### config.mk
export PLATFORM = sky130hd
export DESIGN_NAME = ea_pipe_unit
export DESIGN_NICKNAME = d
export VERILOG_FILES = /design/src/rtl/lc3_ea_pkg.sv /design/src/rtl/ea_pipe_stage.sv /design/src/rtl/ea_pipe_unit.sv
export SDC_FILE = /design/constraint.sdc
export NUM_CORES = 1
export LEC_CHECK = 0
export CAP_MARGIN = 15
export CORE_ASPECT_RATIO = 0.8
export CORE_MARGIN = 4
export CORE_UTILIZATION = 30
export CTS_CLUSTER_SIZE = 14
export DETAILED_ROUTE_END_ITERATION = 10
export GPL_TIMING_DRIVEN = 0
export SLEW_MARGIN = 30
export SYNTH_ARGS = -nofsm -noshare
export SYNTH_HDL_FRONTEND = slang
export SYNTH_SLANG_ARGS = --single-unit
### constraint.sdc
create_clock -name CLK -period 2.7 [get_ports CLK]
set_input_delay 0.54 -clock CLK [delete_from_list [all_inputs] [get_ports CLK]]
set_output_delay 0.54 -clock CLK [all_outputs]
set_load 0.01 [all_outputs]
### src/rtl/lc3_ea_pkg.sv
`default_nettype none
// ============================================================================
//  Module      : lc3_ea_pkg (package)
//  Description : Shared definitions for the LC-3 pipelined effective-address
//                unit:
//                  - CONTROL field encodings
//                  - default privileged-region bounds
//                  - offset sign-extension helper
//  Revision    : 1.0  initial release
// ============================================================================
package lc3_ea_pkg;

   // CONTROL[2]: base select
   localparam logic EA_BASE_PC  = 1'b0;
   localparam logic EA_BASE_RS1 = 1'b1;

   // CONTROL[1:0]: offset select
   localparam logic [1:0] EA_OFS_ZERO = 2'b00;
   localparam logic [1:0] EA_OFS_6    = 2'b01;
   localparam logic [1:0] EA_OFS_9    = 2'b10;
   localparam logic [1:0] EA_OFS_11   = 2'b11;

   // Default privileged-region bounds (16-bit LC-3 memory map)
   localparam logic [15:0] DEF_PRIV_LO_END   = 16'h2FFF;
   localparam logic [15:0] DEF_PRIV_HI_START = 16'hFE00;

   // Sign-extends the selected IR offset field to 16 bits. The result is
   // signed, so the caller widens it to any WIDTH >= 16 with a size cast
   // that keeps the sign.
   function automatic logic signed [15:0] ea_sext16(input logic [15:0] ir,
                                                    input logic [1:0]  sel);
      logic signed [15:0] ofs;
      case (sel)
         EA_OFS_6:  ofs = {{10{ir[5]}},  ir[5:0]};
         EA_OFS_9:  ofs = {{7{ir[8]}},   ir[8:0]};
         EA_OFS_11: ofs = {{5{ir[10]}},  ir[10:0]};
         default:   ofs = '0;
      endcase
      return ofs;
   endfunction

endpackage
`default_nettype wire

### src/rtl/ea_pipe_stage.sv
`default_nettype none
// ============================================================================
//  Module      : ea_pipe_stage
//  Description : One valid/ready register slice, with no skid buffer.
//                The slice loads whenever it is empty or its content is
//                leaving this cycle, so o_ready depends combinationally on
//                i_ready.
//  Ports       : clk, rst        clock, synchronous active-high reset
//                i_valid/o_ready upstream handshake, i_data payload in
//                o_valid/i_ready downstream handshake, o_data payload out
//  Revision    : 1.0  initial release
// ============================================================================
module ea_pipe_stage #(
   parameter int DW = 8
) (
   input  logic          clk,
   input  logic          rst,
   input  logic          i_valid,
   output logic          o_ready,
   input  logic [DW-1:0] i_data,
   output logic          o_valid,
   input  logic          i_ready,
   output logic [DW-1:0] o_data
);

   logic          r_valid;
   logic [DW-1:0] r_data;

   assign o_ready = !r_valid | i_ready;
   assign o_valid = r_valid;
   assign o_data  = r_data;

   // Data only loads on an actual transfer in, so a stalled or drained
   // slice keeps presenting its last value.
   always_ff @(posedge clk) begin
      if (rst) begin
         r_valid <= 1'b0;
         r_data  <= '0;
      end else if (o_ready) begin
         r_valid <= i_valid;
         if (i_valid) begin
            r_data <= i_data;
         end
      end
   end

endmodule
`default_nettype wire

### src/rtl/ea_pipe_unit.sv
`default_nettype none
// ============================================================================
//  Module      : ea_pipe_unit
//  Description : Two-stage pipelined LC-3 effective-address generator.
//                Pipeline stages:
//                  - S1 registers the base (PC or RS1), the sign-extended
//                    offset, the tag and PRIV.
//                  - S2 registers EA = base + offset (mod 2^WIDTH) and the
//                    access-control flag.
//  Config      : LC3_EA_ACV_EN - when defined, ACV_FAULT flags unprivileged
//                accesses to the low/high privileged regions. Otherwise
//                ACV_FAULT is 0 and PRIV is ignored.
//  Ports       : CLK, RESET                     clock, sync active-high reset
//                IN_VALID/IN_READY              request handshake
//                PC, RS1_DATA, CONTROL, IR      operands and selects
//                IN_TAG, PRIV                   tag and supervisor flag
//                OUT_VALID/OUT_READY            result handshake
//                EA, OUT_TAG, ACV_FAULT         result
//  Revision    : 1.0  initial release
// ============================================================================
module ea_pipe_unit
   import lc3_ea_pkg::*;
#(
   parameter int               WIDTH         = 16,
   parameter int               TAG_W         = 4,
   parameter logic [WIDTH-1:0] PRIV_LO_END   = WIDTH'(DEF_PRIV_LO_END),
   parameter logic [WIDTH-1:0] PRIV_HI_START = WIDTH'(DEF_PRIV_HI_START)
) (
   input  logic             CLK,
   input  logic             RESET,
   input  logic             IN_VALID,
   output logic             IN_READY,
   input  logic [WIDTH-1:0] PC,
   input  logic [WIDTH-1:0] RS1_DATA,
   input  logic [2:0]       CONTROL,
   input  logic [15:0]      IR,
   input  logic [TAG_W-1:0] IN_TAG,
   input  logic             PRIV,
   output logic             OUT_VALID,
   input  logic             OUT_READY,
   output logic [WIDTH-1:0] EA,
   output logic [TAG_W-1:0] OUT_TAG,
   output logic             ACV_FAULT
);

   // ---------------- S1 operand selection ----------------
   logic [WIDTH-1:0]   w_base;
   logic [WIDTH-1:0]   w_ofs;
   logic signed [15:0] w_ofs16;

   assign w_base  = (CONTROL[2] == EA_BASE_RS1) ? RS1_DATA : PC;
   assign w_ofs16 = ea_sext16(IR, CONTROL[1:0]);
   assign w_ofs   = WIDTH'(w_ofs16);   // signed cast: sign-extends to WIDTH

`ifdef LC3_EA_ACV_EN
   localparam int c_S1_W = 2*WIDTH + TAG_W + 1;
   localparam int c_S2_W = WIDTH + TAG_W + 1;
`else
   localparam int c_S1_W = 2*WIDTH + TAG_W;
   localparam int c_S2_W = WIDTH + TAG_W;
`endif

   logic              w_s1_valid;
   logic              w_s1_ready;
   logic [c_S1_W-1:0] w_s1_in;
   logic [c_S1_W-1:0] w_s1_out;
   logic [WIDTH-1:0]  w_s1_base;
   logic [WIDTH-1:0]  w_s1_ofs;
   logic [TAG_W-1:0]  w_s1_tag;
   logic [WIDTH-1:0]  w_sum;
   logic [c_S2_W-1:0] w_s2_in;
   logic [c_S2_W-1:0] w_s2_out;
   logic              w_unused_bits;

   assign w_sum = w_s1_base + w_s1_ofs;   // carry out discarded: wraps

`ifdef LC3_EA_ACV_EN
   logic w_s1_priv;
   logic w_acv;

   assign w_s1_in = {w_base, w_ofs, IN_TAG, PRIV};
   assign {w_s1_base, w_s1_ofs, w_s1_tag, w_s1_priv} = w_s1_out;

   // Result is still delivered on a fault; the consumer decides to trap.
   assign w_acv   = !w_s1_priv & ((w_sum <= PRIV_LO_END) | (w_sum >= PRIV_HI_START));
   assign w_s2_in = {w_sum, w_s1_tag, w_acv};
   assign {EA, OUT_TAG, ACV_FAULT} = w_s2_out;

   assign w_unused_bits = ^IR[15:11];
`else
   assign w_s1_in = {w_base, w_ofs, IN_TAG};
   assign {w_s1_base, w_s1_ofs, w_s1_tag} = w_s1_out;

   assign w_s2_in   = {w_sum, w_s1_tag};
   assign {EA, OUT_TAG} = w_s2_out;
   assign ACV_FAULT = 1'b0;

   assign w_unused_bits = ^{IR[15:11], PRIV, PRIV_LO_END, PRIV_HI_START};
`endif

   // ---------------- pipeline slices ----------------
   ea_pipe_stage #(.DW(c_S1_W)) u_s1 (
      .clk     (CLK),
      .rst     (RESET),
      .i_valid (IN_VALID),
      .o_ready (IN_READY),
      .i_data  (w_s1_in),
      .o_valid (w_s1_valid),
      .i_ready (w_s1_ready),
      .o_data  (w_s1_out)
   );

   ea_pipe_stage #(.DW(c_S2_W)) u_s2 (
      .clk     (CLK),
      .rst     (RESET),
      .i_valid (w_s1_valid),
      .o_ready (w_s1_ready),
      .i_data  (w_s2_in),
      .o_valid (OUT_VALID),
      .i_ready (OUT_READY),
      .o_data  (w_s2_out)
   );

endmodule
`default_nettype wire

======== Word level (Yosys, flattened, before mapping) ========
Index checks and enable logic that the tools add are counted.
operators by class
  add/sub/neg operators ................... 1
  equality and inequality tests ........... 3
  mux-type cells .......................... 2
  bitwise operators ....................... 2
  reductions and logical operators ........ 4
operators with widths
  operator                                                               number
  16-bit one-hot mux with 3 select lines                                 1
  16-bit adder                                                           1
  16-bit two-way mux                                                     1
  2-bit equality test, second input constant                             2
  2-bit AND reduction                                                    2
  2-bit by 1-bit equality test with 1-bit output, second input constant  1
  1-bit zero test                                                        2
  1-bit bitwise OR                                                       2
word-level totals
  bits in registers ....................... 58
  input bits .............................. 60

======== Depth between registers and ports, before layout ========
  depth in word-level cells ............... 4
  depth in mapped cells ................... 8
  gate-level depth less buffers ........... 8

======== By module ========
A second synthesis with hierarchy kept.
unflattened totals
  cell total of the unflattened synthesis .. 408
  area total of the unflattened synthesis .. 3,761.1 um2
by module, submodules not included
  module                times used  cells an instance  area an instance (um2)
  ea_pipe_stage (u_s1)  1           168                1,687.9
  ea_pipe_unit          1           144                1,087.3
  ea_pipe_stage (u_s2)  1           96                 985.9

======== Least setup slack after synthesis ========
No wires, ideal clock.
  kind .................................... register to register
  start point ............................. register u_s1.r_data[4], in the netlist u_s1.o_data[4]
  end point ............................... register u_s2.r_data[16], in the netlist u_s2.o_data[16]
  library setup time ...................... 0.079 ns
  arrival ................................. 2.021 ns
  path slack .............................. 0.600 ns
  stages on the path, launching flop included .. 9
  buffers on the path ..................... 0
  clock period less this slack ............ 2.100 ns
  cells stage by stage .................... dfxtp_1 ha_1 fa_1 a211oi_2 nor2_4 o211ai_4 a31oi_1 xnor2_1 a211oi_2
on the way
  word-level cells in the longest chain between the ends .. 1
ends and longest elaborated chain
  element                 line                 RTL
  start, declared         ea_pipe_stage.sv:27  logic [DW-1:0] r_data;
  start signal, assigned  ea_pipe_stage.sv:42  r_data <= i_data;
  16-bit adder            ea_pipe_unit.sv:75   assign w_sum = w_s1_base + w_s1_ofs;
  end signal, assigned    ea_pipe_stage.sv:42
  end, declared           ea_pipe_stage.sv:27
Every way passes these cells.
A chain may end at the register's enable or synchronous reset.

======== Worst setup path in the final report ========
  start point ............................. input port OUT_READY
  end point ............................... output port IN_READY
on the way
  word-level cells in the longest chain between the ends .. 2
ends and longest elaborated chain
  element                         line                 RTL
  start, declared                 ea_pipe_unit.sv:40   input logic OUT_READY,
  1-bit bitwise OR (2 in series)  ea_pipe_stage.sv:29  assign o_ready = !r_valid | i_ready;
  end, declared                   ea_pipe_unit.sv:32   output logic IN_READY,
Every way passes these cells.

==> report_table.html <==
<table>
<tr><th>Metric</th><th>Value</th></tr>
<tr><th colspan="2">Power</th></tr>
<tr><td>PwrDens</td><td>between 500 and 600 nW/um^2</td></tr>
<tr><td>Power dissipated by switching net loads</td><td>0.514 mW</td></tr>
<tr><td>Combinational power share</td><td>0.219</td></tr>
<tr><td>Flop pwr share</td><td>0.455</td></tr>
<tr><td>Internal</td><td>1.39 mW</td></tr>
<tr><td>Switching Share</td><td>0.270</td></tr>
<tr><td>Leakage dissipation</td><td>1.49 nW</td></tr>
<tr><td>IR drop worst, VDD</td><td>approximately 230 uV</td></tr>
<tr><td>Clock Power Share</td><td>0.326</td></tr>
<tr><th colspan="2">Global routing</th></tr>
<tr><td>Wire length of the first global-routing pass</td><td>11900 um</td></tr>
<tr><td>GR Overflow Total</td><td>0</td></tr>
<tr><td>Number of global-route vias before repair</td><td>about 2500</td></tr>
<tr><td>Largest net degree at the start of global routing</td><td>16</td></tr>
<tr><td>All-Layer GR Usage</td><td>0.138</td></tr>
<tr><td>Initial antenna violation count</td><td>0</td></tr>
<tr><th colspan="2">Logic synthesis</th></tr>
<tr><td>Post-synthesis cell type count</td><td>44</td></tr>
<tr><td>Flip-flop and latch count after synthesis</td><td>53</td></tr>
<tr><td>Most instantiated cells after synthesis</td><td>53 x sky130_fd_sc_hd__dfxtp_1, 44 x sky130_fd_sc_hd__nand2_1, 36 x sky130_fd_sc_hd__nor2_1</td></tr>
<tr><td>Most common cell in the netlist</td><td>sky130_fd_sc_hd__dfxtp_1</td></tr>
<tr><td>Netlist area before placement</td><td>between 2000 and 3000 sq um</td></tr>
<tr><td>Leading register cell type out of synthesis</td><td>sky130_fd_sc_hd__dfxtp_1</td></tr>
<tr><td>Synthesized net count</td><td>slightly below 400</td></tr>
<tr><td>Proportion of netlist area held by the largest area contributor</td><td>0.384</td></tr>
<tr><td>Leading cell types by total area after synthesis</td><td>sky130_fd_sc_hd__dfxtp_1 38%, sky130_fd_sc_hd__ha_1 6.8%, sky130_fd_sc_hd__a21oi_1 6.3%</td></tr>
<tr><td>Top cell type by total area after synthesis</td><td>sky130_fd_sc_hd__dfxtp_1</td></tr>
<tr><td>FFs w/ async S/R, synth</td><td>0</td></tr>
<tr><td>Number of enable-type register cells in the synthesized netlist</td><td>0</td></tr>
<tr><td>Gate count of the mapped netlist</td><td>319</td></tr>
<tr><td>Count of warnings emitted by yosys</td><td>0</td></tr>
<tr><td>Post-Synthesis Mean Instance Area</td><td>slightly below 9 sq um</td></tr>
<tr><td>Part of the Yosys area used for sequential elements</td><td>0.384</td></tr>
<tr><th colspan="2">Timing</th></tr>
<tr><td>Final Critical Period</td><td>between 2000 and 2500 ps</td></tr>
<tr><td>Setup slack after layout</td><td>~300 ps</td></tr>
<tr><td>Maximum operating frequency</td><td>approximately 420 MHz</td></tr>
<tr><td>Final Setup Violations</td><td>0</td></tr>
<tr><td>Unrepaired setup endpoints after global routing</td><td>false</td></tr>
<tr><td>Post-route clock period utilization</td><td>0.888</td></tr>
<tr><td>Number of pins with negative max-slew slack in the final report</td><td>0</td></tr>
<tr><td>Largest clock skew in the final design</td><td>about 9.4 ps</td></tr>
<tr><td>Worst slew margin relative to its limit</td><td>0.613</td></tr>
<tr><td>Hold Violations, Final</td><td>0</td></tr>
<tr><td>Setup TNS Final</td><td>0 ps</td></tr>
<tr><td>Worst-Margin Slew</td><td>between 500 and 600 ps</td></tr>
<tr><th colspan="2">Setup path</th></tr>
<tr><td>Critical Path Sink</td><td>IN_READY</td></tr>
<tr><td>Reg-to-reg slack, setup</td><td>about 420 ps</td></tr>
<tr><td>Critical path peak fanout</td><td>5</td></tr>
<tr><td>Depth of the worst register-to-register path</td><td>8</td></tr>
<tr><td>Capture instance of the worst register-to-register path</td><td>u_s2.o_data[16]</td></tr>
<tr><td>Worst EP required</td><td>approximately 2200 ps</td></tr>
<tr><td>Type of origin of the critical path</td><td>input port</td></tr>
<tr><td>Critical Path Sink Type</td><td>primary output</td></tr>
<tr><td>Arrival time at the worst endpoint</td><td>between 1500 and 2000 ps</td></tr>
<tr><td>Crit. Startpoint</td><td>OUT_READY</td></tr>
<tr><td>Kind of critical path</td><td>input port to primary output</td></tr>
<tr><td>Reg-to-Reg Start</td><td>u_s1.o_data[20]</td></tr>
<tr><th colspan="2">Place</th></tr>
<tr><td>Worst slack after detailed placement</td><td>about 300 ps</td></tr>
<tr><td>Area after detailed placement</td><td>3640 sq um</td></tr>
<tr><td>Placer's final routability congestion estimate</td><td>between 0.8 and 0.9</td></tr>
<tr><td>Count of buffers from port buffering</td><td>73</td></tr>
<tr><td>Half-perimeter wire length after detailed placement</td><td>between 5000 and 6000 um</td></tr>
<tr><th colspan="2">Clocking</th></tr>
<tr><td>TritonCTS clock tree</td><td>built</td></tr>
<tr><td>Number of buffers inserted by post-CTS setup repair</td><td>0</td></tr>
<tr><td>Number of H-tree branching levels</td><td>2</td></tr>
<tr><td>Insertion delay to the later sink of the worst-skew pair</td><td>roughly 290 ps</td></tr>
<tr><td>Post-CTS Resized</td><td>0</td></tr>
<tr><td>Worst-path clk slew</td><td>approximately 70 ps</td></tr>
<tr><td>Clock tree root driver cell</td><td>sky130_fd_sc_hd__clkbuf_16</td></tr>
<tr><td># hold bufs at CTS</td><td>0</td></tr>
<tr><td>Number of buffers inserted during clock tree synthesis</td><td>5</td></tr>
<tr><td>Sinks on Clock Net</td><td>53</td></tr>
<tr><td>Number of buffers on the longest clock path</td><td>2</td></tr>
<tr><th colspan="2">Route</th></tr>
<tr><td>Sum of routed wire length over all layers</td><td>7220 um</td></tr>
<tr><td>Number of vias after detailed routing</td><td>2477</td></tr>
<tr><td>Antenna violation net count after detailed routing</td><td>0</td></tr>
<tr><td>DRC violation count after routing</td><td>0</td></tr>
<tr><td>Starting DRC count in detailed routing</td><td>122</td></tr>
<tr><td>1st-pass router iterations</td><td>4</td></tr>
<tr><td>Vias per cell</td><td>between 4 and 5</td></tr>
<tr><td>Detailed-route wire length per cell</td><td>between 10 and 15 um</td></tr>
<tr><th colspan="2">Min path</th></tr>
<tr><td>Type of the most critical hold path</td><td>register to register</td></tr>
<tr><th colspan="2">Die</th></tr>
<tr><td>Y dimension of the die</td><td>around 94 um</td></tr>
<tr><td>Initial Util</td><td>0.306</td></tr>
<tr><td>Total Die Area</td><td>10800 sq um</td></tr>
<tr><td>Area of the core region</td><td>roughly 9000 sq um</td></tr>
<tr><td>X dimension of the die</td><td>115 um</td></tr>
<tr><td>Row cnt</td><td>31</td></tr>
<tr><td>Number of I/O pins</td><td>83</td></tr>
<tr><th colspan="2">Run</th></tr>
<tr><td>Max-capacitance violation count</td><td>0</td></tr>
<tr><th colspan="2">Final layout</th></tr>
<tr><td>Fillers</td><td>approximately 950</td></tr>
<tr><td>Number of nets in the layout</td><td>about 480</td></tr>
<tr><td>Post-layout instance area</td><td>between 3000 and 4000 sq um</td></tr>
<tr><td>Area taken by flip-flops and latches</td><td>1060 sq um</td></tr>
<tr><td>Fraction of layout cells with a size suffix above 1</td><td>0.0725</td></tr>
<tr><td>Signed area change from the synthesized netlist to the final layout</td><td>36.7%</td></tr>
<tr><td>Combined area of the multi-input logic cells</td><td>approximately 1600 sq um</td></tr>
<tr><td>Ant. Diodes</td><td>0</td></tr>
<tr><th colspan="2">Outcome</th></tr>
<tr><td>Run status</td><td>finished clean</td></tr>
</table>
==> power groups by stage <==
stage / registers (mW) / clock network (mW) / logic [mW]
2_1_floorplan: 0.882 / 0 / 0.235
3_5_place_dp: 0.884 / 0 / 0.416
5_1_grt: 0.872 / 0.658 / 0.464
6_report: 0.866 / 0.621 / 0.416
3_3_place_gp: 0.883 / 0 / 0.407
4_1_cts: 0.866 / 0.631 / 0.418
==> worst max-delay path: stages <==
cell,delay [ps]
sky130_fd_sc_hd__clkdlybuf4s50_1,400
sky130_fd_sc_hd__nor2b_1,270
sky130_fd_sc_hd__nand2_1,140
sky130_fd_sc_hd__clkdlybuf4s50_1,500
==> state kept, by name, indices dropped and copies added (netlist names) <==
signal / count
u_s1.o_valid: 1
u_s1.o_data: 31
u_s2.o_data: 20
u_s2.o_valid: 1
==> cell families (layout without fill, tap and decap cells) <==
family          Yosys count  after routing  synth area share
buf+inv                  19            100            0.0308
mux                      16             16            0.0579
xor+xnor                 12             12            0.0380
compound gates           95             95             0.240
flops                    53             53             0.384
other cells               1              1           0.00136
simple gates            107            107             0.173
fa+ha+maj                16             16            0.0751
==> worst min-delay path by stage <==
stage / from / endpoint / slack (ps) / cells past startpoint
floorplan: u_s1.o_data[0] / u_s2.o_data[0] / 430 / 2
global placement: u_s1.o_data[0] / u_s2.o_data[0] / 440 / 2
detailed placement: u_s1.o_data[2] / u_s2.o_data[2] / 440 / 2
CTS: u_s1.o_data[2] / u_s2.o_data[2] / 450 / 2
global route: u_s1.o_data[2] / u_s2.o_data[2] / 460 / 2
finish: u_s1.o_data[3] / u_s2.o_data[3] / 450 / 2
==> routing by layer <==
layer  share of wire  up-vias  global-route usage
met5               0        -                   0
met4          0.0086        0              0.0352
met3           0.067        5              0.0322
met2            0.41       70               0.204
met1            0.51     1105               0.200
li1                -     1297                   -
==> cell type report <==
| type | instances | share of cell area |
|---|---|---|
| Multi-Input combinational cell | 247 | 0.428 |
| Clock inverter | 1 | 0.00199 |
| Buffer | 19 | 0.0225 |
| Clock buffer | 7 | 0.0351 |
| Sequential cell | 53 | 0.281 |
| Timing Repair Buffer | 73 | 0.193 |
| Tap cell | 115 | 0.0381 |
==> stage by stage <==
stage                util  total power, mW  hold slack [ps]  std cells
finish              0.418             1.90              450        515
detailed placement  0.403             1.30              443        507
global placement    0.403             1.29              441        507
global route        0.418             1.99              462        515
floorplan               -             1.12              432        319
CTS                 0.418             1.92              452        515
==> cell usage in the layout, fill, tap and decap left out, drive strengths merged, types with 10 or more instances in the layout <==
cell	instances
buf	11
a21oi	36
mux2i	16
clkdlybuf4s50	73
dfxtp	53
nand2	45
o21ai	10
ha	15
a211oi	27
nor2	37
clkbuf	15
(Power assumes the default switching activity.)
